`src/rtl/execute_pipe.sv`:
```
`default_nettype none
// ============================================================================
//  Module   : execute_pipe
//  Purpose  : Registered execute stage. Single-cycle ALU ops (ADD, SUB, AND,
//             OR, XOR, SLT, SLL, SRL) complete in one cycle. MUL is an
//             iterative shift-add that occupies the stage for XLEN cycles.
//             Valid/ready on both sides, plus a synchronous flush.
//  Ports    : clk, rst_n (async, active-low), flush
//             in_valid/in_ready/in_op/in_a/in_b/in_rd   - upstream side
//             out_valid/out_ready/out_result/out_rd/out_err - downstream side
//             busy - a multiply is in progress
//  Revision : 1.0 - initial release
// ============================================================================
module execute_pipe #(
  parameter int XLEN = 32,
  parameter int RD_W = 5
) (
  input  logic            clk,
  input  logic            rst_n,
  input  logic            flush,
  input  logic            in_valid,
  output logic            in_ready,
  input  logic [3:0]      in_op,
  input  logic [XLEN-1:0] in_a,
  input  logic [XLEN-1:0] in_b,
  input  logic [RD_W-1:0] in_rd,
  output logic            out_valid,
  input  logic            out_ready,
  output logic [XLEN-1:0] out_result,
  output logic [RD_W-1:0] out_rd,
  output logic            out_err,
  output logic            busy
);

  localparam int c_SH_W  = $clog2(XLEN);
  localparam int c_CNT_W = $clog2(XLEN) + 1;

  localparam logic [c_CNT_W-1:0] c_CNT_INIT = c_CNT_W'(XLEN);
  localparam logic [c_CNT_W-1:0] c_CNT_ONE  = c_CNT_W'(1);

  localparam logic [3:0] c_OP_ADD = 4'd0;
  localparam logic [3:0] c_OP_SUB = 4'd1;
  localparam logic [3:0] c_OP_AND = 4'd2;
  localparam logic [3:0] c_OP_OR  = 4'd3;
  localparam logic [3:0] c_OP_XOR = 4'd4;
  localparam logic [3:0] c_OP_SLT = 4'd5;
  localparam logic [3:0] c_OP_SLL = 4'd6;
  localparam logic [3:0] c_OP_SRL = 4'd7;
  localparam logic [3:0] c_OP_MUL = 4'd8;

  typedef enum logic [0:0] {
    S_IDLE = 1'b0,
    S_MUL  = 1'b1
  } state_t;

  state_t              r_state;
  logic [XLEN-1:0]     r_mcand;
  logic [XLEN-1:0]     r_mplier;
  logic [XLEN-1:0]     r_acc;
  logic [c_CNT_W-1:0]  r_cnt;
  logic [RD_W-1:0]     r_rd_lat;

  logic                w_accept;
  logic [XLEN-1:0]     w_res;
  logic                w_err;
  logic                w_lt;
  logic [c_SH_W-1:0]   w_shamt;
  logic [XLEN-1:0]     w_acc_next;

  // Accept only when idle and the output register is free (or being drained
  // on this same edge); a flush cycle never accepts.
  assign in_ready = (r_state == S_IDLE) && (!out_valid || out_ready) && !flush;
  assign w_accept = in_valid && in_ready;

  assign w_shamt    = in_b[c_SH_W-1:0];
  assign w_lt       = $signed(in_a) < $signed(in_b);
  assign w_acc_next = r_mplier[0] ? (r_acc + r_mcand) : r_acc;

  always_comb begin
    w_res = '0;
    w_err = 1'b0;
    case (in_op)
      c_OP_ADD: w_res = in_a + in_b;
      c_OP_SUB: w_res = in_a - in_b;
      c_OP_AND: w_res = in_a & in_b;
      c_OP_OR:  w_res = in_a | in_b;
      c_OP_XOR: w_res = in_a ^ in_b;
      c_OP_SLT: w_res = {{(XLEN-1){1'b0}}, w_lt};
      c_OP_SLL: w_res = in_a << w_shamt;
      c_OP_SRL: w_res = in_a >> w_shamt;
      c_OP_MUL: w_res = '0;  // produced by the iterative path instead
      default:  w_err = 1'b1;
    endcase
  end

  always_ff @(posedge clk or negedge rst_n) begin
    if (!rst_n) begin
      r_state    <= S_IDLE;
      r_mcand    <= '0;
      r_mplier   <= '0;
      r_acc      <= '0;
      r_cnt      <= '0;
      r_rd_lat   <= '0;
      out_valid  <= 1'b0;
      out_result <= '0;
      out_rd     <= '0;
      out_err    <= 1'b0;
      busy       <= 1'b0;
    end else if (flush) begin
      // A flushed result is treated as never delivered, even if out_ready
      // was high on the same edge.
      out_valid <= 1'b0;
      out_err   <= 1'b0;
      r_state   <= S_IDLE;
      busy      <= 1'b0;
      r_cnt     <= '0;
    end else begin
      if (out_valid && out_ready) begin
        out_valid <= 1'b0;
      end
      case (r_state)
        S_IDLE: begin
          if (w_accept) begin
            if (in_op == c_OP_MUL) begin
              r_mcand  <= in_a;
              r_mplier <= in_b;
              r_acc    <= '0;
              r_cnt    <= c_CNT_INIT;
              r_rd_lat <= in_rd;
              busy     <= 1'b1;
              r_state  <= S_MUL;
            end else begin
              out_valid  <= 1'b1;
              out_result <= w_res;
              out_rd     <= in_rd;
              out_err    <= w_err;
            end
          end
        end
        S_MUL: begin
          r_acc    <= w_acc_next;
          r_mcand  <= r_mcand << 1;
          r_mplier <= r_mplier >> 1;
          r_cnt    <= r_cnt - 1'b1;
          // Last iteration: the final partial sum goes straight to the
          // output register, which the acceptance rule guarantees is empty.
          if (r_cnt == c_CNT_ONE) begin
            out_valid  <= 1'b1;
            out_result <= w_acc_next;
            out_rd     <= r_rd_lat;
            out_err    <= 1'b0;
            busy       <= 1'b0;
            r_state    <= S_IDLE;
          end
        end
        default: r_state <= S_IDLE;
      endcase
    end
  end

endmodule
`default_nettype wire

```
`config.mk`:
```
export PLATFORM = sky130hd
export DESIGN_NAME = execute_pipe
export DESIGN_NICKNAME = d
export VERILOG_FILES = /design/src/rtl/execute_pipe.sv
export SDC_FILE = /design/constraint.sdc
export NUM_CORES = 1
export LEC_CHECK = 0
export ABC_AREA = 0
export CAP_MARGIN = 10
export CORE_MARGIN = 2
export CORE_UTILIZATION = 45
export CTS_BUF_LIST = sky130_fd_sc_hd__clkbuf_16
export DETAILED_ROUTE_END_ITERATION = 10
export PLACE_DENSITY = 0.62
export REMOVE_ABC_BUFFERS = 1
export SETUP_SLACK_MARGIN = 0.4
export SYNTH_ARGS = -nofsm -noshare
export SYNTH_HDL_FRONTEND = slang
export SYNTH_SLANG_ARGS = --single-unit
```
`constraint.sdc`:
```
create_clock -name clk -period 3.65 [get_ports clk]
set_clock_uncertainty 0.05 [all_clocks]
set_input_delay 0.9125 -clock clk [delete_from_list [all_inputs] [get_ports clk]]
set_output_delay 0.9125 -clock clk [all_outputs]
set_load 0.005 [all_outputs]
```
==> results of run 1 <==
==> final cells by class <==
cell class                      count  area [um2]  area share
Clock buffer                       17         425      0.0171
Clock inverter                     15         128     0.00512
Inverter                          112         469      0.0188
Multi-Input combinational cell   1767       13700       0.548
Sequential cell                   148        3710       0.149
Tap cell                          468         586      0.0235
Timing Repair Buffer              703        5960       0.239
==> kinds of logic (layout without fill, tap and decap cells) <==
kind of cell,Yosys count,after routing,share of synthesized area
AOI/OAI and AO/OA,740,740,0.284
and+or+nand+nor,671,671,0.177
buffers and inverters,263,847,0.0622
muxes,177,177,0.126
adders and majority gates,150,150,0.114
DFF,148,148,0.222
xor gates and xnor gates,29,29,0.0152
==> where the power goes <==
part           leakage [nW]  switching [mW]  internal (mW)  total [mW]
combinational          8.93            2.13           1.88        4.01
clock                 0.276           0.840          0.942        1.78
sequential             1.90           0.301           1.98        2.28
total                  11.1            3.27           4.80        8.07
==> synthesized netlist by cell type, types with 16 or more instances <==
| library cell | instances | area (um2) |
|---|---|---|
| nand2_1 | 280 | 1050 |
| o21ai_0 | 225 | 1130 |
| nor2_1 | 198 | 743 |
| a21oi_1 | 171 | 856 |
| dfrtp_1 | 148 | 3700 |
| ha_1 | 147 | 1840 |
| mux2i_1 | 127 | 1270 |
| inv_1 | 109 | 409 |
| clkbuf_1 | 100 | 375 |
| nand3_1 | 38 | 190 |
| nor3_1 | 33 | 165 |
| o211ai_1 | 33 | 248 |
| a31oi_1 | 31 | 194 |
| a22oi_1 | 27 | 203 |
| a211oi_1 | 26 | 195 |
| mux2_2 | 26 | 293 |
| buf_2 | 24 | 120 |
| mux4_2 | 24 | 541 |
| a21o_1 | 23 | 173 |
| buf_1 | 21 | 78.8 |
| nor2b_1 | 21 | 131 |
| nand2b_1 | 20 | 125 |
| or3_1 | 19 | 119 |
| xnor2_1 | 19 | 166 |
| o22ai_1 | 17 | 106 |
| a221oi_1 | 16 | 140 |
| o221ai_1 | 16 | 140 |
| o31ai_1 | 16 | 120 |
==> state kept, by name (all words and copies together) (netlist names) <==
signal,count
r_cnt,6
out_valid,1
r_acc,32
r_state,1
out_result,32
r_rd_lat,5
out_rd,5
r_mplier,32
out_err,1
r_mcand,32
busy,1
==> layer usage <==
metal / routed length, um / GRT usage
met2: 35400 / 0.634
met3: 7400 / 0.0791
met5: 0 / 0
met4: 3870 / 0.166
met1: 32600 / 0.525
==> repair_timing <==
item                                    in CTS  in global routing
setup buffers                               59                 29
pin swaps                                   91                103
hold buffers                                 0                  0
gates resized for setup                    358                211
endpoints found under the setup margin      40                 40
cloned                                       1                  2
==> stage by stage <==
stage                     area (um2)  utilization  hold WS, ns  power [mW]  setup WS (ns)
after CTS                      23800        0.653        0.305        7.72        -0.0383
final                          24900        0.683        0.300        8.07         0.0410
after global placement         21600        0.592        0.412        5.56          -1.08
after floorplan                16100            -        0.400        3.91          -4.91
after detailed placement       21600        0.592        0.420        5.63          -1.14
after global routing           24900        0.683        0.320        8.46        -0.0247
==> worst register-to-register path, cell delays in order, from the launching register on <==
cell	delay, ns
dfrtp_1	0.43
ha_1	0.33
buf_4	0.16
a21oi_4	0.15
nand2_1	0.08
a211oi_1	0.29
buf_4	0.18
a211oi_2	0.07
buf_4	0.17
o21ai_0	0.26
nand2_1	0.11
xor2_1	0.14
mux2i_1	0.16
o21ai_0	0.44
o221a_2	0.28
==> final timing paths <==
path,start,to,slack [ns],depth (start not counted)
hold / removal,rst_n,r_rd_lat[0]$_DFFE_PN0P_,0.30,1
max in group asynchronous,rst_n,r_mplier[26]$_DFFE_PN0P_,2.38,2
setup / recovery,in_a[0],out_result[28]$_DFFE_PN0P_,0.04,15
min in group clk,out_rd[3]$_DFFE_PN0P_,out_rd[3]$_DFFE_PN0P_,0.43,2
setup reg to reg,r_mcand[9]$_DFFE_PN0P_,out_result[27]$_DFFE_PN0P_,0.31,14
hold reg to reg,out_rd[3]$_DFFE_PN0P_,out_rd[3]$_DFFE_PN0P_,0.43,2
==> flow_summary.json, run 1 <==
{
  "cts_tree": "done",
  "synthArstFlopShare": 1.00,
  "cts_root_buf": "clkbuf_16",
  "dp_cells": 3107,
  "grt_max_degree": 80,
  "rsz0062_at_grt": "true",
  "rows": 70,
  "end_kind": "flip-flop",
  "ios": 119,
  "netlist-cell-type-count": 85,
  "antenna_found_initial": 0,
  "tns_ns": 0,
  "cp_num_buf_inv": 3,
  "finalHoldViolations": 0,
  "layout-drive-gt1-share": 0.354,
  "status": "finished clean",
  "first_global_vias": 19500,
  "fill_cells": 2992,
  "synth_edf_count": 0,
  "max_clock_freq_ghz": 0.277,
  "relSlewSlack": 0.452,
  "final_common_cell": "buf_4",
  "vdd_drop_max_v": 0.000365,
  "slowest_delay_ns": 0.53,
  "syn_inst": 2178,
  "cp_max_fo": 2,
  "clockBufferDepth": 2,
  "synthFlopType": "dfrtp_1",
  "yosysSeqAreaShare": 0.222,
  "cp_data_required_time_ns": 4.00,
  "critPathKind": "input port to flip-flop",
  "viasPerCell": 6.25,
  "fin_nets": 2977,
  "htreeDepth": 4,
  "syn_area_um2": 16700,
  "clock-sinks": 148,
  "p_leak_nw": 11.1,
  "worstPathArrival_ns": 3.96,
  "track_usage": 0.397,
  "maxCapViolations": 0,
  "worstSetupStartpointType": "input port",
  "final_cells": 3230,
  "min_path_type": "input port to async pin",
  "path_clk_slew_ns": 0.07,
  "worst_pin_slew_ns": 0.822,
  "cpMaxStageDelayCell": "or4_4",
  "die-area_um2": 38600,
  "final_antenna_net_count": 0,
  "power.density_nw_per_um2": 324,
  "path_delay_family": "compound AO/OA/AOI/OAI gates",
  "port_buffers": 118,
  "setup_viol_count_final": 0,
  "slew_viol_final": 0,
  "first_pass_iters": 6,
  "die_height_um": 197,
  "crit_chain": "buf_6 > buf_6 > ha_4 > inv_2 > fa_2 > nor2b_4 > o31a_1 > a21oi_2 > a21oi_2 > a31oi_2 > o21a_1 > or4_4 > or4b_4 > a21oi_2 > o32a_2",
  "grt_pass1_wl_um": 116000,
  "gp_congestion": 1.04,
  "drc": 0,
  "final_cell_mix": "buf_4, nand2_1, nor2_1, o21ai_0, dfrtp_1",
  "gr-total-overflow": 0,
  "period_minus_slack_ns": 3.61,
  "cts_made_buffers": 17,
  "postSynthAreaPerCell_um2": 7.66,
  "wire_per_inst_um": 24.5,
  "wl_um": 79300,
  "diodes": 0,
  "core_um2": 36500,
  "hpwlAfterDp_um": 58300,
  "ys_seq_elements": 148,
  "syn_to_final_growth_pct": 49.5,
  "worst_path_most_repeated_cell": "a21oi_2",
  "dieWidth_um": 197,
  "yosysWarnings": 0,
  "initial_core_util": 0.457,
  "period_share": 0.989,
  "drtIter0Drc": 1947,
  "vias": 20200,
  "clk_latency_ns": 0.46
}
Note: power is estimated with default switching activity, not from simulation.
==> run 2, diff against run 1 <==
Settings changed: SETUP_SLACK_MARGIN 0.4 to default.
==> flow_summary.json, run 2 (same netlist as run 1, synthesis figures left out) <==
{
  "multi_input_area_um2": 12700,
  "seqPwrFrac": 0.295,
  "path_clk_slew_ns": 0.07,
  "core_um2": 36500,
  "clock-sinks": 148,
  "cp_max_fo": 2,
  "final_antenna_net_count": 0,
  "min_path_type": "input port to async pin",
  "p_total_mw": 7.70,
  "swShare": 0.400,
  "period_minus_slack_ns": 3.63,
  "maxCapViolations": 0,
  "setup_viol_count_final": 0,
  "vias": 19700,
  "layout-drive-gt1-share": 0.286,
  "fill_cells": 3309,
  "dp_cells": 3107,
  "ios": 119,
  "endpoint": "out_result[28]$_DFFE_PN0P_",
  "gr-total-overflow": 0,
  "ff_latch_area_um2": 3710,
  "p_leak_nw": 10.5,
  "die-area_um2": 38600,
  "r2r_slack_ns": 0.10,
  "r2r-start": "r_mcand[0]$_DFFE_PN0P_",
  "viasPerCell": 6.22,
  "final_cell_mix": "buf_4, nand2_1, o21ai_0, nor2_1, a21oi_1",
  "syn_to_final_growth_pct": 39.2,
  "relSlewSlack": 0.458,
  "cts_root_buf": "clkbuf_16",
  "p_switching_mw": 3.08,
  "cts-hold-fix-buffers": 0,
  "critPathKind": "input port to flip-flop",
  "worstPathArrival_ns": 3.98,
  "grt_pass1_wl_um": 113000,
  "worstSetupStartpointType": "input port",
  "rows": 70,
  "antenna_found_initial": 0,
  "p_clk_frac": 0.232,
  "final_common_cell": "buf_4",
  "cp_data_required_time_ns": 4.00,
  "end_kind": "flip-flop",
  "r2r_end": "r_acc[24]$_DFFE_PN0P_",
  "drtIter0Drc": 1779,
  "final_cells": 3172,
  "p_int_mw": 4.62,
  "max_clock_freq_ghz": 0.275,
  "vdd_drop_max_v": 0.000363,
  "clockBufferDepth": 2,
  "pwr-share-comb": 0.473,
  "htreeDepth": 4,
  "hpwlAfterDp_um": 58300,
  "cp-startpoint": "in_a[0]",
  "status": "finished clean",
  "cts_made_buffers": 17,
  "holdWs_ns": 0.304,
  "cts_tree": "done",
  "dieWidth_um": 197,
  "worst_pin_slew_ns": 0.802,
  "period_share": 0.995,
  "wire_per_inst_um": 24.0,
  "gp_congestion": 1.04,
  "finalHoldViolations": 0,
  "reg2reg_depth": 13,
  "first_global_vias": 18800,
  "slew_viol_final": 0,
  "rsz0062_at_grt": "true",
  "initial_core_util": 0.457,
  "grt_max_degree": 80,
  "drc": 0,
  "first_pass_iters": 6,
  "diodes": 0,
  "fin_nets": 2919,
  "wl_um": 76300,
  "clk_latency_ns": 0.46,
  "port_buffers": 118,
  "track_usage": 0.387,
  "die_height_um": 197,
  "power.density_nw_per_um2": 331
}
## run 2: cell count changes in the layout (fill, tap and decap cells not counted), sizes merged, moves of 3 or more
cell	change
buf	-68
clkbuf	+7
clkdlybuf4s50	+12
dlygate4sd2	-6
dlymetal6s2s	-3
## run 2: timing repair
item	CTS	global route
endpoints found under the setup margin	28	30
resized for setup	137	105
setup buffers	16	18
gates cloned	1	0
pin swaps	41	44
## run 2: power groups by stage
stage	combinational (mW)	sequential, mW	clock, mW
2_1_floorplan	1.69	2.22	0
3_3_place_gp	3.29	2.27	0
3_5_place_dp	3.34	2.29	0
4_1_cts	3.47	2.26	1.80
5_1_grt	3.94	2.31	1.85
6_report	3.65	2.27	1.78
## run 2: how the worst min path moves through the flow
stage | cells after the start | end | slack (ns) | startpoint
finish | 1 | r_rd_lat[0]$_DFFE_PN0P_ | 0.30 | rst_n
global route | 1 | out_rd[0]$_DFFE_PN0P_ | 0.32 | rst_n
CTS | 1 | r_mcand[7]$_DFFE_PN0P_ | 0.31 | rst_n
detailed placement | 2 | out_rd[3]$_DFFE_PN0P_ | 0.42 | out_rd[3]$_DFFE_PN0P_
global placement | 2 | out_rd[3]$_DFFE_PN0P_ | 0.41 | out_rd[3]$_DFFE_PN0P_
floorplan | 2 | r_mplier[10]$_DFFE_PN0P_ | 0.40 | r_mplier[10]$_DFFE_PN0P_
## run 2: final cells by class
type	count	area share
multi-input cells	1767	0.546
repair buffers	645	0.227
flip-flops and latches	148	0.160
well taps	468	0.0252
inverters	112	0.0186
clock buffers	17	0.0183
clock inverters	15	0.00549
## run 2: through the flow
stage          instance area (um2)  worst slack (ns)   util  setup TNS (ns)
2_1_floorplan                16100             -4.91      -         -457.17
3_3_place_gp                 21600             -1.08  0.592          -21.60
3_5_place_dp                 21600             -1.14  0.592          -22.31
4_1_cts                      22800           -0.0410  0.624          -0.113
5_1_grt                      23200           -0.0718  0.636          -0.191
6_report                     23200            0.0191  0.636               0
## run 2: per-layer routing
layer,up-vias,GRT usage,share of wire
li1,8993,-,-
met1,9498,0.520,0.42
met2,1067,0.610,0.45
met3,181,0.0820,0.095
met4,0,0.150,0.039
met5,-,0,0
## run 2: critical path: stages
cell and delay [ns]:
buf_6 0.07, buf_6 0.09, ha_4 0.12, inv_2 0.03, fa_2 0.36, nor2b_4 0.13, o31a_1 0.20, a21oi_2 0.10
a21oi_2 0.26, a31oi_2 0.14, o21a_1 0.21, or4_4 0.53, or4b_4 0.50, a21oi_2 0.15, o32a_2 0.15
==> run 3, diff against run 2 <==
Settings changed: SETUP_SLACK_MARGIN from default to 0.15, SKIP_CTS_REPAIR_TIMING from default to 1.
==> flow_summary.json, run 3 (same netlist as run 1, synthesis figures left out) <==
{
  "status": "finished, violations left",
  "violations": "negative setup slack",
  "viasPerCell": 6.19,
  "pre_cts_slack_ns": -1.14,
  "ios": 119,
  "period_share": 1.03,
  "fin_util": 0.643,
  "layout-drive-gt1-share": 0.291,
  "slowest_delay_ns": 0.57,
  "final_common_cell": "buf_4",
  "die-area_um2": 38600,
  "fill_cells": 3268,
  "ff_latch_area_um2": 3710,
  "dieWidth_um": 197,
  "final_antenna_net_count": 0,
  "cp_data_required_time_ns": 4.00,
  "clock-sinks": 148,
  "clockBufferDepth": 2,
  "first_pass_iters": 6,
  "p_leak_nw": 10.7,
  "multi_input_area_um2": 12900,
  "htreeDepth": 4,
  "period_minus_slack_ns": 3.76,
  "fin_nets": 2914,
  "drtIter0Drc": 1767,
  "track_usage": 0.382,
  "wl_um": 76400,
  "worst_pin_slew_ns": 0.812,
  "initial_core_util": 0.457,
  "wire_per_inst_um": 24.1,
  "worstPathArrival_ns": 4.11,
  "maxCapViolations": 0,
  "syn_to_final_growth_pct": 40.9,
  "grt_max_degree": 80,
  "finalHoldViolations": 0,
  "port_buffers": 118,
  "path_clk_slew_ns": 0.07,
  "grt_pass1_wl_um": 112000,
  "rsz0062_at_grt": "true",
  "cts_tree": "done",
  "power.density_nw_per_um2": 330,
  "clk_latency_ns": 0.47,
  "end_kind": "flip-flop",
  "cpMaxStageDelayCell": "or4_4",
  "setup_slack_ns": -0.113,
  "postPlaceCellArea_um2": 21600,
  "core_um2": 36500,
  "relSlewSlack": 0.452,
  "rows": 70,
  "vias": 19600,
  "reg2reg_depth": 13,
  "slew_viol_final": 0,
  "antenna_found_initial": 0,
  "critPathKind": "input port to flip-flop",
  "hpwlAfterDp_um": 58300,
  "gp_congestion": 1.04,
  "die_height_um": 197,
  "drc": 0,
  "cts_root_buf": "clkbuf_16",
  "cts_made_buffers": 17,
  "gr-total-overflow": 0,
  "final_cell_mix": "buf_4, nand2_1, o21ai_0, nor2_1, a21oi_1",
  "vdd_drop_max_v": 0.000364,
  "max_clock_freq_ghz": 0.266,
  "crit_chain": "buf_6 > buf_6 > ha_4 > inv_2 > fa_2 > nor2b_4 > o31a_1 > a21oi_2 > a21oi_2 > a31oi_2 > o21a_1 > or4_4 > or4b_4 > a21oi_2 > o32a_2",
  "worstSetupStartpointType": "input port",
  "first_global_vias": 18600,
  "p_total_mw": 7.74,
  "fin_area_um2": 23500,
  "min_path_type": "input port to async pin",
  "diodes": 0,
  "setup_viol_count_final": 1,
  "worst_path_most_repeated_cell": "a21oi_2",
  "cp_max_fo": 3
}
run 3: cell type report:
cell class                      instances  share of cell area
Clock buffer                           17              0.0181
Clock inverter                         15             0.00543
Timing Repair Buffer                  640               0.228
Sequential cell                       148               0.158
Multi-Input combinational cell       1767               0.547
Tap cell                              468              0.0249
Inverter                              112              0.0190
run 3: worst max-delay path, delay by kind of cell:
family	cells	cell delay, ns
and+or+nand+nor	3	1.24
AOI/OAI and AO/OA	7	1.23
adders and majority gates	2	0.53
buffers and inverters	3	0.21
run 3: routing by layer:
metal,share of wire,track usage
met1,0.41,0.515
met2,0.44,0.595
met5,0,0
met3,0.10,0.0861
met4,0.043,0.150
run 3: stage by stage:
step                      hold WS [ns]  std cells  setup TNS, ns
final                            0.302       3167         -0.113
after floorplan                  0.400       2027        -457.17
after CTS                        0.305       3139          -8.50
after global placement           0.412       3107         -21.60
after global routing             0.318       3167         -0.272
after detailed placement         0.420       3107         -22.31
run 3: power by group:
part | switching (mW) | internal [mW]
Clock | 0.835 | 0.941
Combinational | 1.97 | 1.72
Sequential | 0.295 | 1.98
Total | 3.10 | 4.64
run 3: path summary, 6_finish.rpt:
check | from | to | slack, ns
max in group asynchronous | rst_n | r_mplier[26]$_DFFE_PN0P_ | 2.39
worst min register to register | out_rd[3]$_DFFE_PN0P_ | out_rd[3]$_DFFE_PN0P_ | 0.43
min in group clk | out_rd[3]$_DFFE_PN0P_ | out_rd[3]$_DFFE_PN0P_ | 0.43
worst min-delay path | rst_n | out_rd[0]$_DFFE_PN0P_ | 0.30
worst max-delay path | in_a[0] | out_result[28]$_DFFE_PN0P_ | -0.11
worst max register to register | r_mcand[0]$_DFFE_PN0P_ | out_result[24]$_DFFE_PN0P_ | 0.22
